===== config.mk =====
export PLATFORM = sky130hd
export DESIGN_NAME = reg_alu_ctrl
export DESIGN_NICKNAME = d
export VERILOG_FILES = /design/src/rtl/reg_alu_ctrl_pkg.sv /design/src/rtl/reg_alu_ctrl_decode.sv /design/src/rtl/reg_alu_ctrl.sv
export SDC_FILE = /design/constraint.sdc
export NUM_CORES = 1
export LEC_CHECK = 0
export ABC_AREA = 1
export CAP_MARGIN = 0
export CORE_MARGIN = 2
export CORE_UTILIZATION = 44
export DETAILED_ROUTE_END_ITERATION = 6
export GPL_ROUTABILITY_DRIVEN = 0
export PLACE_DENSITY = 0.85
export RECOVER_POWER = 100
export SETUP_SLACK_MARGIN = 0.05
export SLEW_MARGIN = 10
export SYNTH_ARGS = -nofsm -noshare
export SYNTH_HDL_FRONTEND = slang
export SYNTH_HIERARCHICAL = 1
export SYNTH_SLANG_ARGS = --single-unit

===== constraint.sdc =====
create_clock -name clk -period 2.65 [get_ports clk]
set_clock_uncertainty 0.1 [all_clocks]
set_input_delay 0.795 -clock clk [delete_from_list [all_inputs] [get_ports clk]]
set_output_delay 0.795 -clock clk [all_outputs]
set_load 0.01 [all_outputs]

===== src/rtl/reg_alu_ctrl_pkg.sv =====
// Shared types for reg_alu_ctrl: command and state encodings plus instruction field positions.
package reg_alu_ctrl_pkg;

    localparam int unsigned InstrW  = 16;
    localparam int unsigned CmdMsb  = 15;
    localparam int unsigned CmdLsb  = 13;
    localparam int unsigned DstMsb  = 12;
    localparam int unsigned DstLsb  = 10;
    localparam int unsigned SrcAMsb = 9;
    localparam int unsigned SrcALsb = 7;
    localparam int unsigned SrcBMsb = 6;
    localparam int unsigned SrcBLsb = 4;
    localparam int unsigned OpMsb   = 1;
    localparam int unsigned OpLsb   = 0;

    typedef enum logic [2:0] {
        CmdNop = 3'b000,
        CmdLdi = 3'b001,
        CmdAlu = 3'b010,
        CmdRd  = 3'b011,
        CmdAcc = 3'b100,
        CmdClc = 3'b101
    } cmd_e;

    typedef enum logic [1:0] {
        StIdle = 2'b00,
        StExec = 2'b01,
        StOut  = 2'b10
    } state_e;

endpackage


===== src/rtl/reg_alu_ctrl_decode.sv =====
// Combinational instruction splitter and command classifier.
// CLC is only recognised when REG_ALU_CTRL_CARRY_EN is defined; otherwise it decodes as NOP.
module reg_alu_ctrl_decode
    import reg_alu_ctrl_pkg::*;
(
    input  logic [InstrW-1:0] instr_i,
    output cmd_e              cmd_o,
    output logic [2:0]        dst_o,
    output logic [2:0]        src_a_o,
    output logic [2:0]        src_b_o,
    output logic [1:0]        op_o
);

    // instr[3:2] carries no meaning.
    logic unused_bits;
    assign unused_bits = ^instr_i[3:2];

    assign dst_o   = instr_i[DstMsb:DstLsb];
    assign src_a_o = instr_i[SrcAMsb:SrcALsb];
    assign src_b_o = instr_i[SrcBMsb:SrcBLsb];
    assign op_o    = instr_i[OpMsb:OpLsb];

    always_comb begin
        cmd_o = CmdNop;
        case (instr_i[CmdMsb:CmdLsb])
            3'b001:  cmd_o = CmdLdi;
            3'b010:  cmd_o = CmdAlu;
            3'b011:  cmd_o = CmdRd;
            3'b100:  cmd_o = CmdAcc;
`ifdef REG_ALU_CTRL_CARRY_EN
            3'b101:  cmd_o = CmdClc;
`endif
            default: cmd_o = CmdNop;
        endcase
    end

endmodule


===== src/rtl/reg_alu_ctrl.sv =====
// Sequencer driving a register-file/ALU datapath: LDI, ALU, RD, ACC (and CLC).
// Optional sticky carry flag enabled by defining REG_ALU_CTRL_CARRY_EN.
module reg_alu_ctrl
    import reg_alu_ctrl_pkg::*;
(
    input  logic        clk,
    input  logic        reset,
    input  logic        instr_valid,
    output logic        instr_ready,
    input  logic [15:0] instr,
    input  logic [15:0] imm,
    output logic        rf_wr,
    output logic [2:0]  rf_wr_addr,
    output logic [2:0]  rf_rd_addr_a,
    output logic [2:0]  rf_rd_addr_b,
    output logic        rf_sel_ext,
    output logic [1:0]  rf_op,
    output logic [15:0] rf_d_in,
    input  logic [15:0] rf_d_out_a,
    input  logic        rf_cout,
    output logic        res_valid,
    input  logic        res_ready,
    output logic [15:0] res_data,
    output logic        busy,
    output logic        carry_flag
);

    cmd_e       dec_cmd;
    logic [2:0] dec_dst, dec_src_a, dec_src_b;
    logic [1:0] dec_op;

    reg_alu_ctrl_decode u_decode (
        .instr_i (instr),
        .cmd_o   (dec_cmd),
        .dst_o   (dec_dst),
        .src_a_o (dec_src_a),
        .src_b_o (dec_src_b),
        .op_o    (dec_op)
    );

    state_e      state_d, state_q;
    cmd_e        cmd_d, cmd_q;
    logic [3:0]  cnt_d, cnt_q;
    logic        rf_wr_d, rf_wr_q;
    logic [2:0]  rf_wr_addr_d, rf_wr_addr_q;
    logic [2:0]  rf_rd_addr_a_d, rf_rd_addr_a_q;
    logic [2:0]  rf_rd_addr_b_d, rf_rd_addr_b_q;
    logic        rf_sel_ext_d, rf_sel_ext_q;
    logic [1:0]  rf_op_d, rf_op_q;
    logic [15:0] rf_d_in_d, rf_d_in_q;
    logic        res_valid_d, res_valid_q;
    logic [15:0] res_data_d, res_data_q;

    // Datapath controls are registered, so they are computed one cycle ahead of use.
    always_comb begin
        state_d        = state_q;
        cmd_d          = cmd_q;
        cnt_d          = cnt_q;
        rf_wr_d        = 1'b0;
        rf_wr_addr_d   = rf_wr_addr_q;
        rf_rd_addr_a_d = rf_rd_addr_a_q;
        rf_rd_addr_b_d = rf_rd_addr_b_q;
        rf_sel_ext_d   = rf_sel_ext_q;
        rf_op_d        = rf_op_q;
        rf_d_in_d      = rf_d_in_q;
        res_valid_d    = res_valid_q;
        res_data_d     = res_data_q;

        unique case (state_q)
            StIdle: begin
                if (instr_valid && (dec_cmd != CmdNop)) begin
                    cmd_d     = dec_cmd;
                    rf_d_in_d = imm;
                    state_d   = StExec;
                    case (dec_cmd)
                        CmdLdi: begin
                            rf_wr_d      = 1'b1;
                            rf_wr_addr_d = dec_dst;
                            rf_sel_ext_d = 1'b1;
                        end
                        CmdAlu: begin
                            rf_wr_d        = 1'b1;
                            rf_wr_addr_d   = dec_dst;
                            rf_rd_addr_a_d = dec_src_a;
                            rf_rd_addr_b_d = dec_src_b;
                            rf_op_d        = dec_op;
                            rf_sel_ext_d   = 1'b0;
                        end
                        CmdRd: begin
                            rf_rd_addr_a_d = dec_src_a;
                        end
                        CmdAcc: begin
                            cnt_d          = imm[3:0];
                            rf_wr_d        = (imm[3:0] != 4'd0);
                            rf_wr_addr_d   = dec_dst;
                            rf_rd_addr_a_d = dec_dst;
                            rf_rd_addr_b_d = dec_src_b;
                            rf_op_d        = dec_op;
                            rf_sel_ext_d   = 1'b0;
                        end
                        default: ;
                    endcase
                end
            end
            StExec: begin
                state_d = StIdle;
                case (cmd_q)
                    CmdRd: begin
                        res_data_d  = rf_d_out_a;
                        res_valid_d = 1'b1;
                        state_d     = StOut;
                    end
                    CmdAcc: begin
                        // Counter holds writes still owed including the current one.
                        if (cnt_q > 4'd1) begin
                            cnt_d   = cnt_q - 4'd1;
                            rf_wr_d = 1'b1;
                            state_d = StExec;
                        end else begin
                            cnt_d = 4'd0;
                        end
                    end
                    default: ;
                endcase
            end
            StOut: begin
                if (res_ready) begin
                    res_valid_d = 1'b0;
                    state_d     = StIdle;
                end
            end
            default: state_d = StIdle;
        endcase
    end

    always_ff @(posedge clk or posedge reset) begin
        if (reset) begin
            state_q        <= StIdle;
            cmd_q          <= CmdNop;
            cnt_q          <= 4'd0;
            rf_wr_q        <= 1'b0;
            rf_wr_addr_q   <= 3'd0;
            rf_rd_addr_a_q <= 3'd0;
            rf_rd_addr_b_q <= 3'd0;
            rf_sel_ext_q   <= 1'b0;
            rf_op_q        <= 2'd0;
            rf_d_in_q      <= 16'd0;
            res_valid_q    <= 1'b0;
            res_data_q     <= 16'd0;
        end else begin
            state_q        <= state_d;
            cmd_q          <= cmd_d;
            cnt_q          <= cnt_d;
            rf_wr_q        <= rf_wr_d;
            rf_wr_addr_q   <= rf_wr_addr_d;
            rf_rd_addr_a_q <= rf_rd_addr_a_d;
            rf_rd_addr_b_q <= rf_rd_addr_b_d;
            rf_sel_ext_q   <= rf_sel_ext_d;
            rf_op_q        <= rf_op_d;
            rf_d_in_q      <= rf_d_in_d;
            res_valid_q    <= res_valid_d;
            res_data_q     <= res_data_d;
        end
    end

`ifdef REG_ALU_CTRL_CARRY_EN
    logic carry_d, carry_q;

    // A write with sel_ext=0 is always an ALU or ACC write.
    always_comb begin
        carry_d = carry_q;
        if (state_q == StExec) begin
            if (cmd_q == CmdClc) begin
                carry_d = 1'b0;
            end else if (rf_wr_q && !rf_sel_ext_q && rf_cout) begin
                carry_d = 1'b1;
            end
        end
    end

    always_ff @(posedge clk or posedge reset) begin
        if (reset) begin
            carry_q <= 1'b0;
        end else begin
            carry_q <= carry_d;
        end
    end

    assign carry_flag = carry_q;
`else
    logic unused_cout;
    assign unused_cout = rf_cout;
    assign carry_flag  = 1'b0;
`endif

    assign instr_ready  = (state_q == StIdle);
    assign busy         = (state_q != StIdle);
    assign rf_wr        = rf_wr_q;
    assign rf_wr_addr   = rf_wr_addr_q;
    assign rf_rd_addr_a = rf_rd_addr_a_q;
    assign rf_rd_addr_b = rf_rd_addr_b_q;
    assign rf_sel_ext   = rf_sel_ext_q;
    assign rf_op        = rf_op_q;
    assign rf_d_in      = rf_d_in_q;
    assign res_valid    = res_valid_q;
    assign res_data     = res_data_q;

endmodule

==> results.md, run 1 <==
- Total setup buffers inserted after CTS: 0
- RR Startpoint: state_q[1]$_DFFE_PP0P_
- Hold WC Path Type: reg2reg
- Synth area leaders: dfrtp_1, nand2_1, o21ai_2
- Post-route ant nets: 0
- Crit path max fanout: 5
- YS warnings: 6
- DR WL met3: 242 um
- Maximum vdd drop: 0.375 mV
- # port buffers: 97
- I/O pins: 102
- Grt ovf: 0
- Syn avg cell area: 8.51 um2
- R2R Setup Slk: 0.65 ns
- Final wirelength: 5510 um
- RSZ-0062 raised after global routing: false
- Multi-input gate area: 887 um2
- Die area: 6670 um2
- Netlist cell types: 27
- FILL cells: 543
- Initial antenna violation count: 0
- Iteration-0 DRC Markers: 113
- Min-delay src: res_valid$_DFFE_PP0P_
- Tcrit/Tclk final: 94.1%
- Clock Sink Count: 55
- WL met1: 2390 um
- Dpl cells: 471
- Final std cells w/o fill: 479
- Hold Crit Depth: 2
- P_leak: 1.86 nW
- Global Route Usage Sum: 17.1%
- Final Critical Period: 2.49 ns
- Root Driver: clkbuf_8
- Number of gates resized after CTS: 0
- Max clock buf depth: 2
- Reg2reg path depth: 5
- Core area: 5890 um2
- Final Max Slew Viols: 0
- TritonCTS buffer count: 5
- Worst path arrival time: 1.60 ns
- Pwr dens: 762 nW/um2
- # rows: 28
- Number of global-route vias before repair: 2,045
- H-tree level count: 2
- Register area: 1380 um2
- First-pass GRT wire length: 8900 um
- Crit start category: flop
- Synth Cell Area: 2660 um2
- Drt pass-1 iters: 4
- Data required, critical path: 1.76 ns
- Final setup vio count: 0
- Dpl cell area: 3610 um2
- Crit path kind: reg2out
- Status: complete, no violations
- Slew @ Worst Pin: 1.36 ns
- DR WL/cell: 11.5 um
- Sequential area share after synthesis: 51.8%
- Hpwl dp: 4210 um
- Post-Syn Instances: 312
- Area Overhead vs Synth: 36.0%
- Via Count: 2,162
- Vias per inst: 4.51
- # Max-Cap Violations: 0
- RR Endpoint: res_data[7]$_DFFE_PP0P_
- Clk slew on worst S/H paths: 0.09 ns
- Layout cell share with drive strength beyond 1: 5.20%
- Fmax: 401 MHz
- Final instance area: 3610 um2
- #FFs+latches synth: 55
- Largest net degree at the start of global routing: 35
- Worst skew pair latency: 0.30 ns
- Area leader, netlist: dfrtp_1
- CTS tree: yes
- Length of routed met2 wiring: 2840 um
- Top routing layer used: met4
- Initial core utilization: 45.1%
- Layout net count: 458
- Diode count: 0
- DRC viols: 0
- Nature of the critical path endpoint: output pin
- Sink of the worst hold path: res_valid$_DFFE_PP0P_
- Final Hold Fails: 0
- Slew Limit Headroom: 9.12%
- Die W: 81.7 um
- Post-CTS Hold Buffers: 0
- Top-area cell type share of the netlist area: 51.8%
- Chip height: 81.7 um
- Mapped Nets: 367
- Setup TNS Final: 0 ns
## through the flow
| step | hold slack (ns) | utilization [%] | worst slack (ns) | total power, mW |
|---|---|---|---|---|
| finish | 0.382 | 61.4 | 0.156 | 2.75 |
| global route | 0.397 | 61.4 | 0.0779 | 2.96 |
| CTS | 0.390 | 63.0 | 0.170 | 2.95 |
| detailed placement | 0.365 | 61.4 | 0.0841 | 2.46 |
| global placement | 0.362 | 61.4 | 0.129 | 2.42 |
| floorplan | 0.371 | - | 0.412 | 1.84 |
## sequential cells by signal, indices dropped and copies added (netlist names)
name,cells
res_data,16
rf_d_in,16
cnt_q,4
cmd_q,3
rf_rd_addr_a,3
rf_rd_addr_b,3
rf_wr_addr,3
rf_op,2
state_q,2
res_valid,1
rf_sel_ext,1
rf_wr,1
## final cells by class
type                    instances  area share, %
repair buffers                102           27.8
flip-flops and latches         55           38.1
clock inverters                 1          0.243
inverters                      41           4.33
multi-input cells             198           24.6
well taps                      75           2.60
clock buffers                   7           2.39
## critical path, stage by stage, from the launching register on
cell and delay, ns:
dfrtp_1 0.44, nor2_4 0.22, dlygate4sd3_1 0.65
## routing by layer
layer	track usage [%]	vias up
li1	-	1117
met1	20.6	991
met2	30.4	52
met3	3.41	2
met4	5.67	0
met5	0	-
## worst max path at each step
stage          cells past startpoint  slack (ns)                      to              startpoint
3_3_place_gp                      10        0.13  rf_d_in[5]$_DFFE_PP0P_               instr[15]
4_1_cts                            2        0.17             instr_ready  state_q[0]$_DFFE_PP0P_
6_report                           2        0.16             instr_ready  state_q[0]$_DFFE_PP0P_
2_1_floorplan                      1        0.41    cmd_q[0]$_DFFE_PP0P_                   reset
3_5_place_dp                       8        0.08    rf_op[0]$_DFFE_PP0P_               instr[14]
5_1_grt                            9        0.08    cnt_q[1]$_DFFE_PP0P_               instr[15]
## kinds of logic after synthesis
kind of cell / Yosys count / share of synthesized area [%]
and+or+nand+nor: 153 / 24.5
AOI/OAI and AO/OA: 41 / 10.9
xor gates and xnor gates: 1 / 0.330
buffers and inverters: 59 / 11.4
adders and majority gates: 2 / 0.942
DFF: 55 / 51.8
other: 1 / 0.141
## power breakdown
group / switching, mW / internal (mW) / leakage (nW) / total, mW
clock: 0.264 / 0.215 / 0.0484 / 0.479
sequential: 0.143 / 1.10 / 0.653 / 1.24
combinational: 0.498 / 0.535 / 1.16 / 1.03
## cell usage in the layout, fill, tap and decap left out
master           netlist  routed
nand3_4                1       1
nor2_1                 8       8
buf_4                 12       3
nor2_4                 2       2
a21oi_1                1       2
clkdlybuf4s50_1        0      49
nand4_2                0       1
clkbuf_1               0       2
nor2_2                 1       1
o21ai_0               12      33
clkinv_1               0       1
nand2_4                2       1
inv_4                  1       1
nor3_1                 1       1
o21ai_1                5       2
a21oi_2                2       1
inv_1                 38      39
ha_1                   2       2
nand3_1                3       3
o31ai_1                1       1
o21ai_2               20       2
dfrtp_1               55      55
clkbuf_8               0       6
conb_1                 1       1
clkbuf_2               0       1
clkinv_4               0       1
dlygate4sd3_1          0      48
nand2_1              132     134
nand3b_1               1       1
xor2_1                 1       1
## synthesized netlist by cell type, drive strengths merged
library cell    n
a21oi           3
buf            18
conb            1
dfrtp          55
ha              2
inv            41
nand2         135
nand3           4
nand3b          1
nand4           1
nor2           11
nor3            1
o21ai          37
o31ai           1
xor2            1
Power figures use the tool's default switching activity.
==> run 2, diff against run 1 <==
--- a/config.mk
+++ b/config.mk
@@ -6,12 +6,13 @@
 export NUM_CORES = 1
 export LEC_CHECK = 0
 export ABC_AREA = 1
+export ABC_CLOCK_PERIOD_IN_PS = 2650
 export CAP_MARGIN = 0
 export CORE_MARGIN = 2
-export CORE_UTILIZATION = 44
+export CORE_UTILIZATION = 40
 export DETAILED_ROUTE_END_ITERATION = 6
 export GPL_ROUTABILITY_DRIVEN = 0
-export PLACE_DENSITY = 0.85
+export PLACE_DENSITY = 0.79
 export RECOVER_POWER = 100
 export SETUP_SLACK_MARGIN = 0.05
 export SLEW_MARGIN = 10
==> run 2 against run 1 <==
Compared with the run above:
- maximum frequency shrank 0.84%
- flip-flop and latch count unchanged
- register-to-register slack worse by 0.04 ns
- worst hold slack lost 0.0021 ns
- first-iteration DRC count grew 8.8%
- final cell count is 0.42% higher
- die area rose by 9.5%
- largest power group unchanged
==> results.md, run 2 (synthesized netlist as in run 1, its figures left out) <==
- Status: complete, no violations
- Initial core utilization: 41.6% (-3.5 points)
- Crit start category: flop
- Chip height: 85.5 um (+4.6%)
- Maximum vdd drop: 0.448 mV (+20%)
- Worst skew pair latency: 0.30 ns (about the same)
- # Max-Cap Violations: 0 (unchanged)
- Total setup buffers inserted after CTS: 0 (unchanged)
- Number of gates resized after CTS: 0 (unchanged)
- Slew @ Worst Pin: 1.33 ns (-0.0315 ns)
- Clock share of power: 16.6% (-0.8 points)
- Worst path arrival time: 1.62 ns (+0.02 ns)
- Clock Sink Count: 55 (unchanged)
- Number of global-route vias before repair: 2,247 (+9.9%)
- Initial antenna violation count: 0 (unchanged)
- Layout net count: 458 (unchanged)
- Setup TNS Final: 0 ns (unchanged)
- Final Hold Fails: 0 (unchanged)
- Hold WC Path Type: reg2reg
- Crit-path slowest cell: dlygate4sd3_1
- Max clock buf depth: 2 (unchanged)
- Drt pass-1 iters: 4 (unchanged)
- Via Count: 2,204 (+1.9%)
- Most common cell after layout, fill and taps aside: nand2_1
- Sequential share of power: 45.7% (+0.6 points)
- Global Route Usage Sum: 16.8% (-0.27 points)
- DR WL/cell: 12.0 um (+4.7%)
- Crit path kind: reg2out
- Post-layout util: 56.3% (-5.0 points)
- CTS tree: yes
- Combinational power share: 37.7% (+0.2 points)
- Final setup vio count: 0 (unchanged)
- Slew Limit Headroom: 11.2% (+2.1 points)
- Data required, critical path: 1.76 ns (about the same)
- Die W: 85.5 um (+4.6%)
- Root Driver: clkbuf_8
- Crit path max fanout: 5 (unchanged)
- Diode count: 0 (unchanged)
- Clk slew on worst S/H paths: 0.09 ns (about the same)
- Fmax: 398 MHz (-0.84%)
- Die area: 7310 um2 (+9.5%)
- Hpwl dp: 4350 um (+3.3%)
- Nature of the critical path endpoint: output pin
- Most frequent cells in the layout: nand2_1, dfrtp_1, dlygate4sd3_1
- Pwr dens: 758 nW/um2 (-0.52%)
- Final Critical Period: 2.52 ns (+0.0212 ns)
- DRC viols: 0 (unchanged)
- Final wirelength: 5800 um (+5.2%)
- Iteration-0 DRC Markers: 123 (+8.8%)
- Core area: 6390 um2 (+8.5%)
- Slowest stage delay, CP: 0.66 ns (about the same)
- First-pass GRT wire length: 9850 um (+11%)
- RSZ-0062 raised after global routing: false
- Switch share: 33.5% (+0.59 points)
- Tot Pwr: 2.73 mW (-0.90%)
- Tcrit/Tclk final: 94.9% (+0.80 points)
- # port buffers: 97 (unchanged)
- Grt ovf: 0 (unchanged)
- FILL cells: 602 (+11%)
- P_leak: 1.86 nW (-0.21%)
- Final Max Slew Viols: 0 (unchanged)
- Post-route ant nets: 0 (unchanged)
- # rows: 29 (+3.6%)
- Post-CTS Hold Buffers: 0 (unchanged)
- Internal: 1.82 mW (-1.8%)
- Critical path cell sequence: nor2_4, dlygate4sd3_1
- Largest net degree at the start of global routing: 56 (+60%)
- Net switching power: 0.913 mW (+0.87%)
- H-tree level count: 2 (unchanged)
- Vias per inst: 4.58 (+1.5%)
- Area Overhead vs Synth: 35.5%
- TritonCTS buffer count: 5 (unchanged)
- I/O pins: 102 (unchanged)
- Layout cell share with drive strength beyond 1: 5.20% (unchanged)
run 2: cell types whose count changed in the layout (fill, tap and decap cells not counted), sizes merged:
cell	change
clkinvlp	+1
dlygate4sd3	+1
clkdlybuf4s50	-1
clkbuf	-1
run 2: power groups by stage:
stage               Combinational (mW)  Clock, mW  Sequential (mW)
floorplan                        0.472          0             1.36
finish                            1.03      0.454             1.25
global route                      1.16      0.508             1.28
detailed placement                1.20          0             1.28
global placement                  1.17          0             1.26
CTS                               1.20      0.477             1.26
run 2: final cells by class:
type | count | area [um2] | share of cell area (%)
flip-flops and latches | 55 | 1380 | 38.3
repair buffers | 102 | 1000 | 27.9
multi-input cells | 198 | 880 | 24.5
inverters | 41 | 156 | 4.35
well taps | 77 | 96.3 | 2.68
clock buffers | 6 | 72.6 | 2.02
clock inverters | 2 | 12.5 | 0.348
run 2: through the flow:
stage | setup slack, ns | hold WS (ns) | cells | cell area, um2
final | 0.135 | 0.380 | 481 | 3600
after global routing | 0.0502 | 0.401 | 481 | 3600
after CTS | 0.137 | 0.390 | 481 | 3710
after detailed placement | 0.0492 | 0.364 | 473 | 3630
after global placement | 0.0815 | 0.362 | 473 | 3630
after floorplan | 0.412 | 0.371 | 312 | 2660
run 2: path summary, 6_finish.rpt:
path	from	end	slack, ns	cells after the start
max	state_q[0]$_DFFE_PP0P_	instr_ready	0.13	2
min	rf_d_in[7]$_DFFE_PP0P_	rf_d_in[7]$_DFFE_PP0P_	0.38	2
max reg2reg	state_q[1]$_DFFE_PP0P_	res_data[13]$_DFFE_PP0P_	0.61	5
min reg2reg	rf_d_in[7]$_DFFE_PP0P_	rf_d_in[7]$_DFFE_PP0P_	0.38	2
max in group asynchronous	reset	rf_wr$_DFF_PP0_	0.37	3
min in group asynchronous	reset	res_data[10]$_DFFE_PP0P_	1.27	3
run 2: metal layers:
metal | wire, um | up-vias | track usage, %
li1 | - | 1114 | -
met2 | 2820 | 74 | 29.7
met5 | 0 | - | 0
met3 | 351 | 8 | 4.09
met1 | 2530 | 1008 | 19.9
met4 | 94 | 0 | 5.77
run 2: critical path, delay by kind of cell, from the launching register on:
| family | cells | cell delay (ns) |
|---|---|---|
| buffers and inverters | 1 | 0.66 |
| AND/OR/NAND/NOR | 1 | 0.22 |
| flip-flops | 1 | 0.44 |
